==> src/rtl/uart_rx_engine.sv <==
// UART receive engine: 16x-oversampled deserialiser with runtime parity and
// stop-bit configuration, per-frame error tagging and a first-word-fall-through
// RX FIFO whose head entry is presented from registers.
//
// Handshake: an entry is transferred on every rising clk edge where rd_valid
// and rd_ready are both high. rd_valid never depends on rd_ready, and the
// rd_data/rd_perr/rd_ferr outputs hold steady while rd_valid is high and
// rd_ready is low.
module uart_rx_engine #(
  parameter int DATA_W  = 8,
  parameter int FIFO_DP = 16,
  parameter int DIV_W   = 16
) (
  input  logic                       clk,
  input  logic                       rst_n,
  input  logic [DIV_W-1:0]           cfg_div,
  input  logic [1:0]                 cfg_parity,
  input  logic                       cfg_stop2,
  input  logic                       rxd,
  output logic                       rd_valid,
  input  logic                       rd_ready,
  output logic [DATA_W-1:0]          rd_data,
  output logic                       rd_perr,
  output logic                       rd_ferr,
  output logic [$clog2(FIFO_DP):0]   fifo_cnt,
  output logic                       overrun,
  input  logic                       ovr_clr,
  output logic [2:0]                 dbg_state
);

  localparam int AW = $clog2(FIFO_DP);
  localparam int EW = DATA_W + 2;
  localparam int BW = (DATA_W > 1) ? $clog2(DATA_W) : 1;
  localparam logic [BW-1:0] LAST_BIT = BW'(DATA_W - 1);

  localparam logic [2:0] S_IDLE   = 3'd0;
  localparam logic [2:0] S_START  = 3'd1;
  localparam logic [2:0] S_DATA   = 3'd2;
  localparam logic [2:0] S_PARITY = 3'd3;
  localparam logic [2:0] S_STOP   = 3'd4;
  localparam logic [2:0] S_STOP2  = 3'd5;

  // receiver state
  logic [2:0]        state;
  logic              sync1;
  logic              rxd_s;
  logic              armed;
  logic [DIV_W-1:0]  tick_cnt;
  logic [DIV_W-1:0]  div_q;
  logic [1:0]        par_q;
  logic              stop2_q;
  logic [3:0]        samp_cnt;
  logic [BW-1:0]     bit_idx;
  logic              s7;
  logic              s8;
  logic [DATA_W-1:0] shreg;
  logic              perr_q;
  logic              ferr_q;

  logic              tick;
  logic              vote;
  logic              at_mid;
  logic              at_end;
  logic              par_on;

  // FIFO state
  logic [EW-1:0]     mem [FIFO_DP];
  logic [AW:0]       wr_ptr;
  logic [AW:0]       rd_ptr;
  logic [EW-1:0]     head_q;

  logic              push;
  logic [EW-1:0]     push_word;
  logic              pop;
  logic              full;
  logic              push_ok;
  logic              drop;
  logic [AW:0]       rd_ptr_n;
  logic [AW:0]       cnt_after_pop;
  logic [AW:0]       cnt_n;

  assign dbg_state = state;

  // rxd is asynchronous; two flops, preset to the idle level
  always_ff @(posedge clk or negedge rst_n) begin
    if (!rst_n) begin
      sync1 <= 1'b1;
      rxd_s <= 1'b1;
    end else begin
      sync1 <= rxd;
      rxd_s <= sync1;
    end
  end

  // Oversample tick generator; parked at the live divisor while idle so the
  // first tick of a frame lands cfg_div+1 clocks after start detect
  always_ff @(posedge clk or negedge rst_n) begin
    if (!rst_n) begin
      tick_cnt <= '0;
    end else if (state == S_IDLE) begin
      tick_cnt <= cfg_div;
    end else if (tick) begin
      tick_cnt <= div_q;
    end else begin
      tick_cnt <= tick_cnt - DIV_W'(1);
    end
  end

  assign tick   = (state != S_IDLE) && (tick_cnt == '0);
  assign vote   = (s7 & s8) | (s7 & rxd_s) | (s8 & rxd_s);
  assign at_mid = tick && (samp_cnt == 4'd9);
  assign at_end = tick && (samp_cnt == 4'd15);
  assign par_on = (par_q == 2'b01) || (par_q == 2'b10);

  // Frame completion: the stop check happens at sample 9 and the frame is
  // pushed right then, so the receiver is back in IDLE half a bit early
  always_comb begin
    push      = 1'b0;
    push_word = {ferr_q | ~vote, perr_q, shreg};
    if (at_mid && (((state == S_STOP) && !stop2_q) || (state == S_STOP2))) begin
      push = 1'b1;
    end
  end

  // Receive FSM: start detect, majority vote per bit, shifting and error tagging
  always_ff @(posedge clk or negedge rst_n) begin
    if (!rst_n) begin
      state    <= S_IDLE;
      armed    <= 1'b0;
      div_q    <= '0;
      par_q    <= 2'b00;
      stop2_q  <= 1'b0;
      samp_cnt <= 4'd0;
      bit_idx  <= '0;
      s7       <= 1'b1;
      s8       <= 1'b1;
      shreg    <= '0;
      perr_q   <= 1'b0;
      ferr_q   <= 1'b0;
    end else begin
      if (tick) begin
        samp_cnt <= samp_cnt + 4'd1;
        if (samp_cnt == 4'd7) s7 <= rxd_s;
        if (samp_cnt == 4'd8) s8 <= rxd_s;
      end
      case (state)
        S_IDLE: begin
          // a falling edge only counts once the line has been seen high,
          // which also holds off a new frame while a break is still low
          if (rxd_s) begin
            armed <= 1'b1;
          end else if (armed) begin
            state    <= S_START;
            armed    <= 1'b0;
            samp_cnt <= 4'd0;
            bit_idx  <= '0;
            perr_q   <= 1'b0;
            ferr_q   <= 1'b0;
            div_q    <= cfg_div;
            par_q    <= cfg_parity;
            stop2_q  <= cfg_stop2;
          end
        end
        S_START: begin
          if (at_mid && vote) begin
            state <= S_IDLE;
          end else if (at_end) begin
            state <= S_DATA;
          end
        end
        S_DATA: begin
          if (at_mid) begin
            shreg <= {vote, shreg[DATA_W-1:1]};
          end
          if (at_end) begin
            if (bit_idx == LAST_BIT) begin
              bit_idx <= '0;
              state   <= par_on ? S_PARITY : S_STOP;
            end else begin
              bit_idx <= bit_idx + BW'(1);
            end
          end
        end
        S_PARITY: begin
          if (at_mid) begin
            perr_q <= (par_q == 2'b01) ? (^shreg ^ vote) : ~(^shreg ^ vote);
          end
          if (at_end) begin
            state <= S_STOP;
          end
        end
        S_STOP: begin
          if (at_mid) begin
            ferr_q <= ferr_q | ~vote;
            if (!stop2_q) state <= S_IDLE;
          end else if (at_end) begin
            state <= S_STOP2;
          end
        end
        S_STOP2: begin
          if (at_mid) begin
            ferr_q <= ferr_q | ~vote;
            state  <= S_IDLE;
          end
        end
        default: state <= S_IDLE;
      endcase
    end
  end

  // FIFO bookkeeping; a full FIFO still accepts a push when the head pops
  assign fifo_cnt      = wr_ptr - rd_ptr;
  assign rd_valid      = (fifo_cnt != '0);
  assign full          = (fifo_cnt == (AW+1)'(FIFO_DP));
  assign pop           = rd_valid && rd_ready;
  assign push_ok       = push && (!full || pop);
  assign drop          = push && full && !pop;
  assign rd_ptr_n      = rd_ptr + (AW+1)'(pop);
  assign cnt_after_pop = fifo_cnt - (AW+1)'(pop);
  assign cnt_n         = cnt_after_pop + (AW+1)'(push_ok);

  // Entry storage; not reset because only written slots are ever read
  always_ff @(posedge clk) begin
    if (push_ok) begin
      mem[wr_ptr[AW-1:0]] <= push_word;
    end
  end

  // Pointers and the registered head entry; a push into an otherwise empty
  // FIFO bypasses the array so it appears on rd_* the next clock
  always_ff @(posedge clk or negedge rst_n) begin
    if (!rst_n) begin
      wr_ptr <= '0;
      rd_ptr <= '0;
      head_q <= '0;
    end else begin
      if (push_ok) wr_ptr <= wr_ptr + (AW+1)'(1);
      rd_ptr <= rd_ptr_n;
      if (cnt_n != '0) begin
        head_q <= (cnt_after_pop == '0) ? push_word : mem[rd_ptr_n[AW-1:0]];
      end
    end
  end

  assign rd_data = head_q[DATA_W-1:0];
  assign rd_perr = head_q[DATA_W];
  assign rd_ferr = head_q[DATA_W+1];

  // Sticky overrun flag; a drop in the same clock as a clear wins
  always_ff @(posedge clk or negedge rst_n) begin
    if (!rst_n) begin
      overrun <= 1'b0;
    end else if (drop) begin
      overrun <= 1'b1;
    end else if (ovr_clr) begin
      overrun <= 1'b0;
    end
  end

endmodule

==> config.mk <==
export PLATFORM = sky130hd
export DESIGN_NAME = uart_rx_engine
export DESIGN_NICKNAME = d
export VERILOG_FILES = /design/src/rtl/uart_rx_engine.sv
export SDC_FILE = /design/constraint.sdc
export NUM_CORES = 1
export LEC_CHECK = 0
export BUFFER_PORTS_ARGS = -buffer_cell sky130_fd_sc_hd__buf_4
export CORE_UTILIZATION = 55
export DETAILED_ROUTE_END_ITERATION = 10
export HOLD_SLACK_MARGIN = 0.15
export PLACE_DENSITY = 0.78
export SLEW_MARGIN = 20
export SYNTH_ARGS = -nofsm -noshare
export SYNTH_HDL_FRONTEND = slang
export SYNTH_SLANG_ARGS = --single-unit
==> constraint.sdc <==
create_clock -name clk -period 6.3 [get_ports clk]
set_clock_uncertainty 0.1 [all_clocks]
set_input_delay 0.315 -clock clk [delete_from_list [all_inputs] [get_ports clk]]
set_output_delay 0.315 -clock clk [all_outputs]
set_load 0.01 [all_outputs]
==> results_dict.tcl <==
set metrics [dict create \
    portBuffers 43 \
    ant_nets 0 \
    finalHoldViolations 0 \
    grt_usage_pct 23.3 \
    rsz0062_at_grt "false" \
    die_area_mm2 0.0198 \
    cts_tree "yes" \
    overflow 0 \
    start_util_pct 56.3 \
    critPathLaunchType "register" \
    worstPathRequired_ps 6600 \
    core_area_mm2 0.0188 \
    path_clk_slew_ps 60 \
    die_w_um 141 \
    synth-main-ff-cell "edfxtp_1" \
    ys_seq_area_share_pct 64.7 \
    max_freq_mhz 192 \
    p_per_area_mw_per_mm2 387 \
    antenna_found_initial 0 \
    grt_max_degree 82 \
    drive_gt1_share_pct 22.5 \
    viasPerCell 5.93 \
    grt_pass1_vias 6467 \
    vias 6093 \
    avgSynthCellArea_um2 15.0 \
    worstSetupEndpointType "register" \
    fp.dieH_um 141 \
    slew_headroom_pct 38.8 \
    synth_cells 706 \
    cts_buffers 24 \
    firstDrtPassIters 4 \
    postRouteWirelength_um 22000 \
    setup_violations 0 \
    io_pins 44 \
    min_to "rxd_s" \
    clkLatencyLatePin_ps 530 \
    clockRootBuffer "clkbuf_16" \
    r2r_setup_slack_ps 1080 \
    synth-seq-cells 241 \
    cts_resized 0 \
    grt_pass1_wl_um 34500 \
    ys.warnings.count 0 \
    syn-num-nets 753 \
    clock_sinks 241 \
    crit_fanout 12 \
    worstHoldStart "sync1" \
    r2r_cells 16 \
    min_path_cells 0 \
    ir_drop_v 0.000258 \
    synth-edff-count 160 \
    drtIter0Drc 375 \
    final_cell_mix "edfxtp_1 (160), nand2_1 (87), dfrtp_1 (77)" \
    dpl_cell_area_mm2 0.0112 \
    place_congestion 0.836 \
    htree_levels 1 \
    final_common_cell "edfxtp_1" \
    wire_per_inst_um 21.4 \
    fin_area_mm2 0.0122 \
    reg2reg_to "head_q[8]" \
    p_leak_nw 5.00 \
    nNetsFinal 823 \
    rows 50 \
    synth_cell_types 58 \
    critical_path_arrival_ps 5520 \
    fin_crit_ps 5220 \
    hp-class "register to register" \
    status "complete, no violations" \
    dp_hpwl_um 13200 \
    synthesis.area_mm2 0.0106 \
    tightest_slew_ps 914 \
    antennaDiodeCount 0 \
    timing.setup.tns_ps 0 \
    reg2reg_from "wr_ptr[0]" \
    critPathKind "register to register" \
    slew_violations 0 \
    synthToLayoutAreaGrowth_pct 15.4 \
    async_flop_share_pct 33.6 \
    clockBufferDepth 3 \
    finalCritPeriodShare_pct 82.8 \
    route.detailed.drc 0 \
    maxCapViolations 0 \
]
[report_power, final]
part | internal (W) | switching, W | leakage, nW
clock | 0.000840 | 0.000587 | 0.378
combinational | 0.000582 | 0.000754 | 1.83
sequential | 0.00182 | 0.000128 | 2.79
[cell families after synthesis]
kind of cell	count (synthesis)	synth area share [%]
adders and majority gates	24	2.89
muxes	89	14.7
and+or+nand+nor	200	9.03
AOI/OAI and AO/OA	63	3.75
DFF	241	64.7
buffers and inverters	53	1.95
xor gates and xnor gates	36	2.98
[Yosys cell counts (6+ instances only)]
library cell | number | area [um^2]
nor4_1 | 6 | 37.5
xor2_1 | 9 | 78.8
a21oi_1 | 19 | 95.1
edfxtp_1 | 160 | 4800
nand2_1 | 87 | 327
and3_1 | 16 | 100
nor2_1 | 32 | 120
o21ai_0 | 10 | 50.1
mux2_2 | 28 | 315
mux4_2 | 50 | 1130
mux2i_1 | 6 | 60.1
dfrtp_1 | 77 | 1930
ha_1 | 22 | 275
o21ai_1 | 16 | 80.1
inv_1 | 22 | 82.6
nand3_1 | 11 | 55.1
clkbuf_1 | 25 | 93.8
nor2b_1 | 8 | 50.1
xnor2_1 | 27 | 236
nor3_1 | 11 | 55.1
[worst max path at each step]
| stage | startpoint | end | slack (ps) |
|---|---|---|---|
| global route | wr_ptr[0] | head_q[8] | 780 |
| global placement | wr_ptr[0] | head_q[6] | 1260 |
| CTS | wr_ptr[0] | head_q[8] | 1070 |
| finish | wr_ptr[0] | head_q[8] | 1080 |
| detailed placement | wr_ptr[0] | head_q[8] | 1110 |
| floorplan | wr_ptr[0] | head_q[0] | 680 |
[state kept, by name, indices dropped and copies added, names as in the netlist]
register / count
par_q: 2
tick_cnt: 16
perr_q: 1
bit_idx: 3
rd_ptr: 5
samp_cnt: 4
head_q: 10
dbg_state: 3
s8: 1
ferr_q: 1
wr_ptr: 5
sync1: 1
armed: 1
s7: 1
mem: 160
shreg: 8
rxd_s: 1
overrun: 1
stop2_q: 1
div_q: 16
[what timing repair did]
action / in CTS / in global routing
buffers inserted: 0 / 0
hold buffers: 23 / 0
endpoints found under the hold margin: 114 / 0
endpoints found under the setup margin: 0 / 0
[worst max-delay path: stages (launching register included)]
cell and delay, ps:
dfrtp_1 410, inv_1 160, ha_1 180, inv_1 60, fa_1 400, xnor2_1 300, inv_1 170, a2111oi_0 320
buf_4 200, o21ai_0 90, and2_1 210, ha_2 620, buf_4 330, mux4_2 530, mux4_2 470, mux2_2 280
mux2_2 270
[metrics by stage]
step / util (%) / hold slack, ps / power [W] / std cells / setup slack (ps)
after floorplan: - / -80.6 / 0.00293 / 706 / 679
after global placement: 59.5 / 248 / 0.00324 / 961 / 1260
after detailed placement: 59.5 / 250 / 0.00331 / 961 / 1110
after CTS: 65.0 / 259 / 0.00475 / 1028 / 1070
after global routing: 65.0 / 264 / 0.00494 / 1028 / 779
final: 65.0 / 258 / 0.00471 / 1028 / 1080
[layout make-up]
type	count	area, um^2
Fill cell	1281	6570
Timing Repair Buffer	75	637
Tap cell	234	293
Multi-Input combinational cell	412	3560
Clock buffer	31	637
Sequential cell	241	6840
Clock inverter	13	155
Inverter	22	82.6
[routing by layer]
metal | up-vias | part of all wire, % | GRT usage, %
met4 | 0 | 2.8 | 9.15
met3 | 53 | 4.9 | 3.43
met2 | 193 | 55 | 43.4
met5 | - | 0 | 0
li1 | 2776 | - | -
met1 | 3071 | 38 | 27.1
Power figures use the tool's default switching activity.
